**src/rtl/tm1638_spi_responder.sv**
```systemverilog
// TM1638 device-side serial front-end: decodes STB/CLK/DIO frames into display RAM writes,
// display control and key-read responses. Optional shadow RAM: TM1638_SPI_RESPONDER_SHADOW_RAM_EN.
module tm1638_spi_responder #(
   parameter int SYNC_STAGES = 2,
   parameter int ADDR_BITS   = 4
) (
   input  logic                 i_Clk,
   input  logic                 i_Rst_n,
   input  logic                 i_SPI_Stb,
   input  logic                 i_SPI_Clk,
   input  logic                 i_SPI_Dio,
   input  logic [31:0]          i_Keys,
   output logic                 o_SPI_Dio,
   output logic                 o_SPI_Dio_Oe,
   output logic                 o_Ram_Wr,
   output logic [ADDR_BITS-1:0] o_Ram_Addr,
   output logic [7:0]           o_Ram_Data,
   output logic                 o_Display_On,
   output logic [2:0]           o_Brightness,
   output logic [2:0]           o_Diag_State,
`ifdef TM1638_SPI_RESPONDER_SHADOW_RAM_EN
   input  logic [ADDR_BITS-1:0] i_Rd_Addr,
   output logic [7:0]           o_Rd_Data,
`endif
   output logic                 o_Diag_Frame_Error
);

   typedef enum logic [2:0] {
      IDLE    = 3'd0,
      CMD     = 3'd1,
      DATA_WR = 3'd2,
      KEY_RD  = 3'd3,
      IGNORE  = 3'd4
   } state_t;

   state_t r_state, w_state_next;

   logic [SYNC_STAGES-1:0] r_stb_sync, r_clk_sync, r_dio_sync;
   logic                   r_stb_prev, r_clk_prev, r_armed;
   logic                   w_stb, w_clk, w_dio;
   logic                   w_stb_fall, w_stb_rise, w_active, w_sck_rise, w_sck_fall;

   logic [7:0]             r_shift;
   logic [2:0]             r_bit_cnt;
   logic                   r_byte_done;

   logic                   r_mode_read, r_mode_fixed;
   logic [ADDR_BITS-1:0]   r_ptr;
   logic                   r_ram_wr;
   logic [ADDR_BITS-1:0]   r_ram_addr;
   logic [7:0]             r_ram_data;
   logic                   r_disp_on;
   logic [2:0]             r_bright;
   logic                   r_frame_err;
   logic                   r_oe, r_dio;
   logic [31:0]            r_keys;
   logic [5:0]             r_key_idx;

   // STB chain resets low so a frame already in progress at reset release is not seen as a new one.
   always_ff @(posedge i_Clk or negedge i_Rst_n) begin
      if (!i_Rst_n) begin
         r_stb_sync <= '0;
         r_clk_sync <= '1;
         r_dio_sync <= '1;
         r_stb_prev <= 1'b1;
         r_clk_prev <= 1'b1;
         r_armed    <= 1'b0;
      end else begin
         r_stb_sync <= {r_stb_sync[SYNC_STAGES-2:0], i_SPI_Stb};
         r_clk_sync <= {r_clk_sync[SYNC_STAGES-2:0], i_SPI_Clk};
         r_dio_sync <= {r_dio_sync[SYNC_STAGES-2:0], i_SPI_Dio};
         r_stb_prev <= w_stb;
         r_clk_prev <= w_clk;
         if (w_stb) r_armed <= 1'b1;
      end
   end

   assign w_stb      = r_stb_sync[SYNC_STAGES-1];
   assign w_clk      = r_clk_sync[SYNC_STAGES-1];
   assign w_dio      = r_dio_sync[SYNC_STAGES-1];
   assign w_stb_fall = r_armed & r_stb_prev & ~w_stb;
   assign w_stb_rise = r_armed & ~r_stb_prev & w_stb;
   assign w_active   = r_armed & ~w_stb;
   assign w_sck_rise = w_active & w_clk & ~r_clk_prev;
   assign w_sck_fall = w_active & ~w_clk & r_clk_prev;

   always_ff @(posedge i_Clk or negedge i_Rst_n) begin
      if (!i_Rst_n) begin
         r_shift     <= '0;
         r_bit_cnt   <= '0;
         r_byte_done <= 1'b0;
      end else begin
         r_byte_done <= 1'b0;
         if (w_stb_fall || w_stb_rise) begin
            r_bit_cnt <= '0;
         end else if (w_sck_rise) begin
            r_shift[r_bit_cnt] <= w_dio;
            r_bit_cnt          <= r_bit_cnt + 3'd1;
            r_byte_done        <= (r_bit_cnt == 3'd7);
         end
      end
   end

   always_ff @(posedge i_Clk or negedge i_Rst_n) begin
      if (!i_Rst_n) r_state <= IDLE;
      else          r_state <= w_state_next;
   end

   always_comb begin
      w_state_next = r_state;
      if (w_stb_rise) begin
         w_state_next = IDLE;
      end else begin
         case (r_state)
            IDLE: if (w_stb_fall) w_state_next = CMD;
            CMD: begin
               if (r_byte_done) begin
                  case (r_shift[7:6])
                     2'b01:   w_state_next = r_shift[1] ? KEY_RD : IGNORE;
                     2'b11:   w_state_next = r_mode_read ? IGNORE : DATA_WR;
                     default: w_state_next = IGNORE;
                  endcase
               end
            end
            default: w_state_next = r_state;
         endcase
      end
   end

   // A byte completing in the same cycle as STB rise is still executed; only a partial byte is flagged.
   always_ff @(posedge i_Clk or negedge i_Rst_n) begin
      if (!i_Rst_n) begin
         r_mode_read  <= 1'b0;
         r_mode_fixed <= 1'b0;
         r_ptr        <= '0;
         r_ram_wr     <= 1'b0;
         r_ram_addr   <= '0;
         r_ram_data   <= '0;
         r_disp_on    <= 1'b0;
         r_bright     <= '0;
         r_frame_err  <= 1'b0;
         r_oe         <= 1'b0;
         r_dio        <= 1'b1;
         r_keys       <= '0;
         r_key_idx    <= '0;
      end else begin
         r_ram_wr    <= 1'b0;
         r_frame_err <= 1'b0;
         if (r_byte_done) begin
            case (r_state)
               CMD: begin
                  case (r_shift[7:6])
                     2'b01: begin
                        r_mode_read  <= r_shift[1];
                        r_mode_fixed <= r_shift[2];
                        if (r_shift[1]) begin
                           r_keys    <= i_Keys;
                           r_key_idx <= '0;
                           r_oe      <= 1'b1;
                        end
                     end
                     2'b10: begin
                        r_disp_on <= r_shift[3];
                        r_bright  <= r_shift[2:0];
                     end
                     2'b11:   r_ptr <= r_shift[ADDR_BITS-1:0];
                     default: ;
                  endcase
               end
               DATA_WR: begin
                  r_ram_wr   <= 1'b1;
                  r_ram_addr <= r_ptr;
                  r_ram_data <= r_shift;
                  if (!r_mode_fixed) r_ptr <= r_ptr + ADDR_BITS'(1);
               end
               default: ;
            endcase
         end
         if (r_state == KEY_RD) begin
            if (w_sck_fall) begin
               if (!r_key_idx[5]) begin
                  r_dio     <= r_keys[r_key_idx[4:0]];
                  r_key_idx <= r_key_idx + 6'd1;
               end else begin
                  r_dio <= 1'b1;
               end
            end else if (w_sck_rise && r_key_idx[5]) begin
               r_dio <= 1'b1;
            end
         end
         if (w_stb_rise) begin
            r_oe        <= 1'b0;
            r_dio       <= 1'b1;
            r_frame_err <= (r_bit_cnt != 3'd0);
         end
      end
   end

`ifdef TM1638_SPI_RESPONDER_SHADOW_RAM_EN
   logic [7:0] w_cells [2**ADDR_BITS];
   logic [7:0] r_rd_data;

   generate
      for (genvar gi = 0; gi < 2**ADDR_BITS; gi++) begin : g_shadow
         logic [7:0] r_cell;
         always_ff @(posedge i_Clk or negedge i_Rst_n) begin
            if (!i_Rst_n)                                          r_cell <= '0;
            else if (r_ram_wr && (r_ram_addr == ADDR_BITS'(gi))) r_cell <= r_ram_data;
         end
         assign w_cells[gi] = r_cell;
      end
   endgenerate

   always_ff @(posedge i_Clk or negedge i_Rst_n) begin
      if (!i_Rst_n) r_rd_data <= '0;
      else          r_rd_data <= w_cells[i_Rd_Addr];
   end
   assign o_Rd_Data = r_rd_data;
`endif

   assign o_SPI_Dio          = r_dio;
   assign o_SPI_Dio_Oe       = r_oe;
   assign o_Ram_Wr           = r_ram_wr;
   assign o_Ram_Addr         = r_ram_addr;
   assign o_Ram_Data         = r_ram_data;
   assign o_Display_On       = r_disp_on;
   assign o_Brightness       = r_bright;
   assign o_Diag_State       = r_state;
   assign o_Diag_Frame_Error = r_frame_err;

endmodule

```
**config.mk**
```make
export PLATFORM = sky130hd
export DESIGN_NAME = tm1638_spi_responder
export DESIGN_NICKNAME = d
export VERILOG_FILES = /design/src/rtl/tm1638_spi_responder.sv
export SDC_FILE = /design/constraint.sdc
export NUM_CORES = 1
export LEC_CHECK = 0
export ABC_AREA = 1
export BUFFER_PORTS_ARGS = -buffer_cell sky130_fd_sc_hd__buf_2
export CORE_MARGIN = 2
export CORE_UTILIZATION = 31
export DETAILED_ROUTE_END_ITERATION = 8
export GPL_TIMING_DRIVEN = 1
export SETUP_SLACK_MARGIN = 0.3
export SYNTH_ARGS = -nofsm -noshare
export SYNTH_HDL_FRONTEND = slang
export SYNTH_SLANG_ARGS = --single-unit
```
**constraint.sdc**
```tcl
create_clock -name i_Clk -period 2.25 [get_ports i_Clk]
set_clock_uncertainty 0.15 [all_clocks]
set_input_delay 0.1125 -clock i_Clk [delete_from_list [all_inputs] [get_ports i_Clk]]
set_output_delay 0.1125 -clock i_Clk [all_outputs]
set_load 0.1 [all_outputs]
```
==> impl_metrics.env, run 1 <==
export IMPL_yosysTopAreaCellShare=0.512
export IMPL_vias=3358
export IMPL_cap_violations=0
export IMPL_dr_first_iter_drc_count=167
export IMPL_startpoint="o_Diag_State[1]"
export IMPL_antenna_cells=0
export IMPL_gr_total_overflow=0
export IMPL_firstDrtPassIters=4
export IMPL_yosysUniqueCellTypes=32
export IMPL_worstPathMaxFanout=12
export IMPL_viasPerCell=4.45
export IMPL_numCtsBuffers=9
export IMPL_start_util=0.315
export IMPL_drv_slew=0
export IMPL_grt_use_total=0.141
export IMPL_cts_tree="done"
export IMPL_worstPathArrival_ns=1.97
export IMPL_top_level_ports=60
export IMPL_met3WireLength_um=408
export IMPL_postLayoutCellArea_um2=5320
export IMPL_rsz0062_at_grt="yes"
export IMPL_syn_cell_area_um2=3960
export IMPL_slowest_stage="dfrtp_4"
export IMPL_end_kind="register"
export IMPL_grt_max_degree=62
export IMPL_synth_nets=509
export IMPL_vdd_drop_max_v=0.000416
export IMPL_outcome="complete, no violations"
export IMPL_worstHoldStart="r_stb_sync[0]"
export IMPL_synth_seq_cells=88
export IMPL_ys_seq_area_frac=0.558
export IMPL_top_layer="met4"
export IMPL_drc=0
export IMPL_cts_buffer_depth=2
export IMPL_core_area_um2=12600
export IMPL_clk_pin_slew_worst_paths_ns=0.06
export IMPL_wl_met1_mm=4.28
export IMPL_post_route_period_util=0.827
export IMPL_wl_met2_mm=4.25
export IMPL_die_area_um2=13700
export IMPL_crit_required_ns=2.36
export IMPL_antenna_left=0
export IMPL_syn_to_final_growth_pct=34.3
export IMPL_path_class="register to register"
export IMPL_finalSetupViolations=0
export IMPL_num_rows=41
export IMPL_synth_area_leaders="dfrtp_1 51%, nand2_1 13%, o21ai_0 7.6%, inv_1 5.6%, dfstp_2 4.6%"
export IMPL_grt_pass1_wl_mm=15.0
export IMPL_drive_above_1_share=0.213
export IMPL_final_cells=754
export IMPL_yosysWarnings=0
export IMPL_post_drt_wl_per_cell_um=12.1
export IMPL_power_density_nw_per_um2=723
export IMPL_hold_viol=0
export IMPL_clock_latency_ns=0.34
export IMPL_rr_startpoint="o_Diag_State[1]"
export IMPL_wirelength_mm=9.13
export IMPL_nets=619
export IMPL_relSlewSlack=0.474
export IMPL_htreeDepth=3
export IMPL_synth_avg_cell_area_um2=8.48
export IMPL_antenna_found_initial=0
export IMPL_crit_path_start_kind="register"
export IMPL_p_total_mw=3.85
export IMPL_dp_hpwl_mm=6.10
export IMPL_cts_root_buf="clkbuf_16"
export IMPL_max_stage_delay_ns=0.47
export IMPL_fmax_mhz=538
export IMPL_port_buffers=59
export IMPL_worst_pin_slew_ns=0.789
export IMPL_die_x_um=117
export IMPL_setup_tns_ns=0
export IMPL_cp_cell_sequence="inv_2 > nand2_2 > nor2_4 > nand2_2 > nor2_4 > nand2_8 > buf_4 > inv_4 > nand2_1 > o21ai_0"
export IMPL_die_y_um=117
export IMPL_place_area_um2=4460
export IMPL_placedCellCount=690
export IMPL_clock_sinks=88
export IMPL_power_leakage_nw=2.54
export IMPL_grt_pass1_vias=3295
export IMPL_syn_instance_count=467
export IMPL_gp_congestion=0.797
export IMPL_min_period_ns=1.86
export IMPL_n_fill_cell=1224
export IMPL_yosys_area_top_type="dfrtp_1"
export IMPL_hold_class="register to register"
## sequential cells by signal, summed over array words and instances (netlist names), 2 cells and up
register and count:
o_Brightness 3, r_dio_sync 2, r_keys 32, r_bit_cnt 3
o_Diag_State 3, r_stb_sync 2, o_Ram_Addr 4, r_clk_sync 2
o_Ram_Data 8, r_ptr 4, r_shift 8, r_key_idx 6
## timing repair
action	in CTS	in global routing
gates resized for setup	3	10
gates cloned	1	3
setup buffers	1	7
setup endpoints to repair	21	45
hold buffers	36	0
pin swaps	1	3
endpoints found under the hold margin	88	0
## final timing paths
check / end / slack (ns) / cells after the start
worst max register to register: r_keys[6] / 0.39 / 10
min in group asynchronous: r_keys[1] / 0.26 / 2
worst min register to register: r_stb_sync[1] / 0.20 / 0
max in group asynchronous: o_Brightness[1] / 1.07 / 3
worst max-delay path: r_keys[6] / 0.39 / 10
worst min-delay path: r_stb_sync[1] / 0.20 / 0
## cells in the final DEF (no fill, tap or decap), types with 5 or more instances in the layout
cell | synthesis | layout
nand2_1 | 133 | 132
ha_1 | 5 | 5
o21ai_0 | 60 | 60
buf_4 | 1 | 12
nor2_2 | 2 | 6
nand3_1 | 32 | 32
buf_2 | 7 | 58
dlygate4sd3_1 | 0 | 36
a31oi_1 | 5 | 5
clkbuf_16 | 0 | 10
nor2_1 | 30 | 26
dfrtp_1 | 81 | 77
dfstp_2 | 7 | 7
a21oi_1 | 12 | 12
inv_1 | 59 | 57
## critical path, delay by kind of cell (launching register included)
kind	cells	cell delay, ns
buffers and inverters	3	0.43
flip-flops	1	0.47
AO/OA/AOI/OAI	1	0.06
AND/OR/NAND/NOR	6	0.67
## metal layers
layer  track usage  vias up
met5             0        -
met4        0.0667        0
met3        0.0330       14
met2         0.223       51
met1         0.183     1586
li1              -     1707
## synthesized netlist by cell type, drive strengths merged
cell type,n
nand2,135
nor3b,1
o21bai,1
buf,11
nand4,4
o21ai,62
nor3,4
o22ai,1
a21oi,12
o211ai,1
inv,63
a211oi,1
o31ai,2
dfstp,7
dfrtp,81
ha,5
clkbuf,3
a31oi,5
nand3,32
nor2,35
xor2,1
## layout make-up
| cell class | count | area (um2) | share of cell area |
|---|---|---|---|
| repair inverters | 3 | 21.3 | 0.00400 |
| flip-flops and latches | 88 | 2220 | 0.417 |
| clock buffers | 11 | 253 | 0.0475 |
| inverters | 63 | 248 | 0.0466 |
| multi-input cells | 302 | 1440 | 0.271 |
| well taps | 172 | 215 | 0.0405 |
| clock inverters | 5 | 103 | 0.0193 |
| repair buffers | 110 | 817 | 0.154 |
## through the flow
step	hold WS (ns)	util	setup WS, ns
6_report	0.197	0.423	0.390
2_1_floorplan	-0.333	-	0.327
5_1_grt	0.210	0.423	0.272
3_3_place_gp	0.0730	0.355	0.288
4_1_cts	0.200	0.414	0.303
3_5_place_dp	0.0704	0.355	0.191
## power breakdown
group	internal (mW)	leakage, nW	switching, mW
registers	1.62	1.02	0.0512
logic	0.142	1.36	0.286
clock network	1.14	0.172	0.601
## cells by family after synthesis
| group | synth area share |
|---|---|
| AND/OR/NAND/NOR | 0.227 |
| flip-flops | 0.558 |
| AO/OA/AOI/OAI | 0.114 |
| buffers and inverters | 0.0825 |
| adder cells (fa/ha/maj) | 0.0158 |
| XOR/XNOR | 0.00221 |
(Power assumes the default switching activity.)
==> inputs of run 2 (changes only) <==
- clock period: 2.25 -> 1.7 ns (I/O delays scaled with it)
==> run 2 against run 1 <==
Design area is 12% higher. Worst setup slack worse by 0.37 ns. Sequential power is 33% higher. Die area stayed put. Power is 31% higher. Clock power is 18% higher.
==> impl_metrics.env, run 2 (synthesized netlist as in run 1, its figures left out) <==
export IMPL_nets=648
export IMPL_drc=0
export IMPL_dp_hpwl_mm=6.36
export IMPL_p_total_mw=5.04
export IMPL_drive_above_1_share=0.360
export IMPL_die_x_um=117
export IMPL_drv_slew=0
export IMPL_crit_path_start_kind="register"
export IMPL_die_y_um=117
export IMPL_die_area_um2=13700
export IMPL_layout_common_cells="101 x nand2_1, 77 x dfrtp_1, 51 x inv_1"
export IMPL_top_level_ports=60
export IMPL_vias=3519
export IMPL_crit_required_ns=1.77
export IMPL_htreeDepth=3
export IMPL_worstPathArrival_ns=1.76
export IMPL_grt_pass1_wl_mm=15.6
export IMPL_grt_use_total=0.147
export IMPL_gr_total_overflow=0
export IMPL_fmax_mhz=594
export IMPL_startpoint="o_Diag_State[2]"
export IMPL_crit_path_end="r_keys[15]"
export IMPL_grt_pass1_vias=3329
export IMPL_rsz0062_at_grt="yes"
export IMPL_power_density_nw_per_um2=845
export IMPL_hold_viol=0
export IMPL_port_buffers=59
export IMPL_core_area_um2=12600
export IMPL_syn_to_final_growth_pct=50.8
export IMPL_viasPerCell=4.49
export IMPL_cts_root_buf="clkbuf_16"
export IMPL_ff2ff_path_depth=9
export IMPL_relSlewSlack=0.666
export IMPL_wirelength_mm=9.83
export IMPL_clk_pin_slew_worst_paths_ns=0.07
export IMPL_firstDrtPassIters=4
export IMPL_antenna_found_initial=0
export IMPL_rr_startpoint="o_Diag_State[2]"
export IMPL_hold_class="input port to asynchronous set/reset pin"
export IMPL_end_kind="register"
export IMPL_cap_violations=0
export IMPL_grt_max_degree=34
export IMPL_dr_first_iter_drc_count=149
export IMPL_finalSetupViolations=0
export IMPL_post_route_period_util=0.991
export IMPL_power_leakage_nw=2.80
export IMPL_worst_pin_slew_ns=0.504
export IMPL_cts_buffer_depth=2
export IMPL_top_register="r_keys"
export IMPL_vdd_drop_max_v=0.000507
export IMPL_clock_latency_ns=0.34
export IMPL_n_fill_cell=1140
export IMPL_largest_reg_flops=32
export IMPL_hold_slack_ns=0.0735
export IMPL_layout_commonest_cell="nand2_1"
export IMPL_path_class="register to register"
export IMPL_outcome="complete, no violations"
export IMPL_antenna_left=0
export IMPL_cts_tree="done"
export IMPL_post_drt_wl_per_cell_um=12.6
export IMPL_worstPathMaxFanout=9
export IMPL_min_period_ns=1.68
export IMPL_worstReg2RegEnd="r_keys[15]"
export IMPL_r2r_slack_ns=0.02
export IMPL_clock_sinks=88
export IMPL_numCtsBuffers=9
export IMPL_start_util=0.315
export IMPL_utilization=0.475
export IMPL_gp_congestion=0.821
export IMPL_num_rows=41
export IMPL_antenna_cells=0
run 2: cell count changes in the layout (fill, tap and decap cells not counted), moves of 7 or more:
| cell | previous run | this run |
|---|---|---|
| buf_2 | 58 | 46 |
| buf_4 | 12 | 27 |
| buf_6 | 1 | 14 |
| clkbuf_4 | 0 | 8 |
| nand2_1 | 132 | 101 |
| nand2_2 | 2 | 27 |
| nand2_4 | 0 | 7 |
| nor2_4 | 3 | 11 |
| o21ai_0 | 60 | 19 |
| o21ai_1 | 2 | 28 |
| o21ai_2 | 0 | 15 |
run 2: worst min-delay path by stage:
stage,start,endpoint,slack (ns),cells after the start
after floorplan,i_Rst_n,o_Brightness[0],-0.36,0
after global placement,i_Rst_n,r_keys[18],-0.11,1
after detailed placement,i_Rst_n,r_keys[18],-0.1,1
after CTS,i_Rst_n,r_keys[18],0.09,2
after global routing,i_Rst_n,r_stb_sync[0],0.11,2
final,i_Rst_n,r_keys[18],0.07,2
run 2: critical path, cell delays in order, from the launching register on:
cell and delay (ns):
dfrtp_4 0.52, inv_4 0.08, nand2_4 0.06, nor2_4 0.13, nand2_2 0.08, nor2_4 0.11, nand2_4 0.10, clkinv_8 0.11
clkbuf_16 0.15, o21ai_0 0.07
run 2: area by class of cell:
cell class | count | area (um2) | share of cell area
clock inverter | 5 | 63.8 | 0.0107
timing repair inverter | 2 | 17.5 | 0.00294
inverter | 63 | 278 | 0.0465
multi-input combinational | 302 | 1710 | 0.286
sequential | 88 | 2220 | 0.373
timing repair buffer | 140 | 1210 | 0.203
tap | 172 | 215 | 0.0361
clock buffer | 11 | 253 | 0.0423
run 2: metal layers:
metal  up-vias  GRT usage  wire length [um]
met2        49      0.237              4890
met1      1683      0.195              4470
met3         7     0.0242               384
met5         -          0                 0
met4         0     0.0682                93
li1       1780          -                 -
run 2: through the flow:
| step | cell area (um2) | setup TNS (ns) | cells | setup WS [ns] |
|---|---|---|---|---|
| 6_report | 5970 | 0 | 783 | 0.0159 |
| 5_1_grt | 5970 | -1.98 | 783 | -0.0688 |
| 4_1_cts | 5550 | 0 | 767 | 0.0169 |
| 3_5_place_dp | 4680 | -0.0365 | 704 | -0.0283 |
| 3_3_place_gp | 4680 | -0.0314 | 704 | -0.0314 |
| 2_1_floorplan | 4050 | -5.17 | 467 | -0.159 |
run 2: repair_timing:
item                                    CTS  global route
endpoints found under the setup margin   79            81
endpoints found under the hold margin   122             0
resized for setup                        38           106
cloned                                    1             4
setup buffers                            10            12
pin swaps                                14            15
hold buffers                             36             0
run 2: power by group:
| group | switching [mW] | internal [mW] | total (mW) |
|---|---|---|---|
| clock | 0.821 | 1.23 | 2.05 |
| combinational | 0.462 | 0.306 | 0.768 |
| sequential | 0.0671 | 2.16 | 2.23 |
==> inputs of run 3 (changes only) <==
--- a/config.mk
+++ b/config.mk
@@ -8,8 +8,11 @@
 export ABC_AREA = 1
 export BUFFER_PORTS_ARGS = -buffer_cell sky130_fd_sc_hd__buf_2
+export CELL_PAD_IN_SITES_DETAIL_PLACEMENT = 0
+export CELL_PAD_IN_SITES_GLOBAL_PLACEMENT = 1
 export CORE_MARGIN = 2
 export CORE_UTILIZATION = 31
 export DETAILED_ROUTE_END_ITERATION = 8
 export GPL_TIMING_DRIVEN = 1
+export PLACE_DENSITY_LB_ADDON = 0.1
 export SETUP_SLACK_MARGIN = 0.3
 export SYNTH_ARGS = -nofsm -noshare
--- a/constraint.sdc
+++ b/constraint.sdc
@@ -3,3 +3,3 @@
 set_input_delay 0.085 -clock i_Clk [delete_from_list [all_inputs] [get_ports i_Clk]]
 set_output_delay 0.085 -clock i_Clk [all_outputs]
-set_load 0.1 [all_outputs]
+set_load 0.005 [all_outputs]
==> run 3 against run 2 <==
Global-route usage grew 1.3 points. Critical path type unchanged. Combinational power shrank 11%. Count of clock-buffer cells in the layout grew 2. Sequential share of layout area shrank 0.41 points. Power shrank 1.6%.
==> impl_metrics.env, run 3 (synthesized netlist as in run 1, its figures left out) <==
export IMPL_outcome="complete, no violations"
export IMPL_crit_path_start_kind="register"
export IMPL_firstDrtPassIters=5
export IMPL_path_class="register to register"
export IMPL_drive_above_1_share=0.389
export IMPL_numCtsBuffers=9
export IMPL_switching_share=0.243
export IMPL_port_buffers=59
export IMPL_n_fill_cell=1228
export IMPL_antenna_found_initial=0
export IMPL_finalSetupViolations=0
export IMPL_hold_viol=0
export IMPL_htreeDepth=3
export IMPL_vdd_drop_max_v=0.000375
export IMPL_grt_use_total=0.160
export IMPL_end_kind="register"
export IMPL_power_frac_seq=0.447
export IMPL_nets=654
export IMPL_gp_congestion=0.776
export IMPL_post_drt_wl_per_cell_um=13.0
export IMPL_grt_pass1_vias=3378
export IMPL_dp_hpwl_mm=6.87
export IMPL_power_density_nw_per_um2=825
export IMPL_die_x_um=117
export IMPL_fmax_mhz=603
export IMPL_ff2ff_path_depth=8
export IMPL_cts_root_buf="clkbuf_16"
export IMPL_p_total_mw=4.96
export IMPL_worstPathArrival_ns=1.72
export IMPL_viasPerCell=4.40
export IMPL_top_level_ports=60
export IMPL_vias=3468
export IMPL_largest_reg_flops=32
export IMPL_power_internal_mw=3.76
export IMPL_r2r_slack_ns=0.04
export IMPL_worstReg2RegEnd="o_Diag_State[2]"
export IMPL_die_area_um2=13700
export IMPL_die_y_um=117
export IMPL_power_frac_comb=0.137
export IMPL_power_leakage_nw=2.83
export IMPL_crit_required_ns=1.77
export IMPL_gr_total_overflow=0
export IMPL_drc=0
export IMPL_clk_pin_slew_worst_paths_ns=0.06
export IMPL_clock_sinks=88
export IMPL_cts_buffer_depth=2
export IMPL_finalWorstSetupSlack_ns=0.0430
export IMPL_post_place_ws_ns=-0.0356
export IMPL_drv_slew=0
export IMPL_layout_commonest_cell="nand2_1"
export IMPL_grt_pass1_wl_mm=16.8
export IMPL_min_period_ns=1.66
export IMPL_startpoint="o_Diag_State[2]"
export IMPL_num_rows=41
export IMPL_core_area_um2=12600
export IMPL_antenna_left=0
export IMPL_p_switching_mw=1.20
export IMPL_dr_first_iter_drc_count=184
export IMPL_post_route_period_util=0.975
export IMPL_rr_startpoint="o_Diag_State[2]"
export IMPL_worstPathMaxFanout=6
export IMPL_seq_area_um2=2220
export IMPL_grt_max_degree=30
export IMPL_rsz0062_at_grt="yes"
export IMPL_clock_latency_ns=0.34
export IMPL_hold_class="input port to asynchronous set/reset pin"
export IMPL_cap_violations=0
export IMPL_crit_path_end="o_Diag_State[2]"
export IMPL_start_util=0.315
export IMPL_relSlewSlack=0.749
export IMPL_multi_input_area_um2=1790
export IMPL_layout_common_cells="94 x nand2_1, 77 x dfrtp_1, 58 x buf_2"
export IMPL_top_register="r_keys"
export IMPL_syn_to_final_growth_pct=51.9
export IMPL_cts_tree="done"
export IMPL_worst_pin_slew_ns=0.375
export IMPL_pwr_share_clk=0.416
export IMPL_antenna_cells=0
export IMPL_wirelength_mm=10.3
run 3: how the worst min path moves through the flow:
stage	endpoint	slack [ns]	depth (start not counted)
after CTS	r_keys[11]	0.06	2
after detailed placement	r_keys[11]	-0.12	1
final	r_keys[9]	0.05	2
after global routing	r_keys[11]	0.06	2
after global placement	r_keys[11]	-0.12	1
after floorplan	o_Brightness[0]	-0.36	0
run 3: timing repair:
item                                    4_1_cts  5_1_grt
gates resized for setup                      46      108
buffers inserted                             15        7
pin swaps                                    23       31
hold buffers                                 36        0
hold endpoints to repair                    121        0
endpoints found under the setup margin       74       76
cloned                                        3        3
run 3: worst max-delay path, stage by stage, from the launching register on:
cell	delay (ns)
dfrtp_2	0.45
inv_2	0.09
nand2_4	0.05
buf_4	0.13
buf_6	0.12
o31ai_4	0.21
nand2_2	0.12
nand3_1	0.10
o21ai_0	0.09
run 3: layout make-up:
cell class / count / area share
flip-flops and latches: 88 / 0.368
multi-input cells: 302 / 0.297
repair buffers: 145 / 0.199
clock buffers: 13 / 0.0449
inverters: 63 / 0.0439
well taps: 172 / 0.0358
clock inverters: 3 / 0.00666
repair inverters: 3 / 0.00374
run 3: metrics by stage:
step / setup TNS [ns] / cells / instance area [um2] / hold WS [ns] / util
2_1_floorplan: 0 / 467 / 4060 / -0.361 / -
3_3_place_gp: 0 / 709 / 4720 / -0.120 / 0.375
3_5_place_dp: -0.226 / 709 / 4720 / -0.123 / 0.375
4_1_cts: 0 / 779 / 5620 / 0.0563 / 0.447
5_1_grt: -0.273 / 789 / 6010 / 0.0627 / 0.479
6_report: 0 / 789 / 6010 / 0.0464 / 0.479
run 3: power groups by stage:
stage / Clock [mW] / Combinational (mW) / Sequential [mW]
3_5_place_dp: 0 / 0.414 / 2.24
3_3_place_gp: 0 / 0.411 / 2.24
4_1_cts: 2.14 / 0.617 / 2.21
6_report: 2.06 / 0.682 / 2.22
2_1_floorplan: 0 / 0.186 / 2.24
5_1_grt: 2.24 / 0.748 / 2.22
run 3: per-layer routing:
metal  wire length (um)  track usage
met3                279       0.0288
met4                191       0.0682
met1               5380        0.229
met5                  0            0
met2               4400        0.240
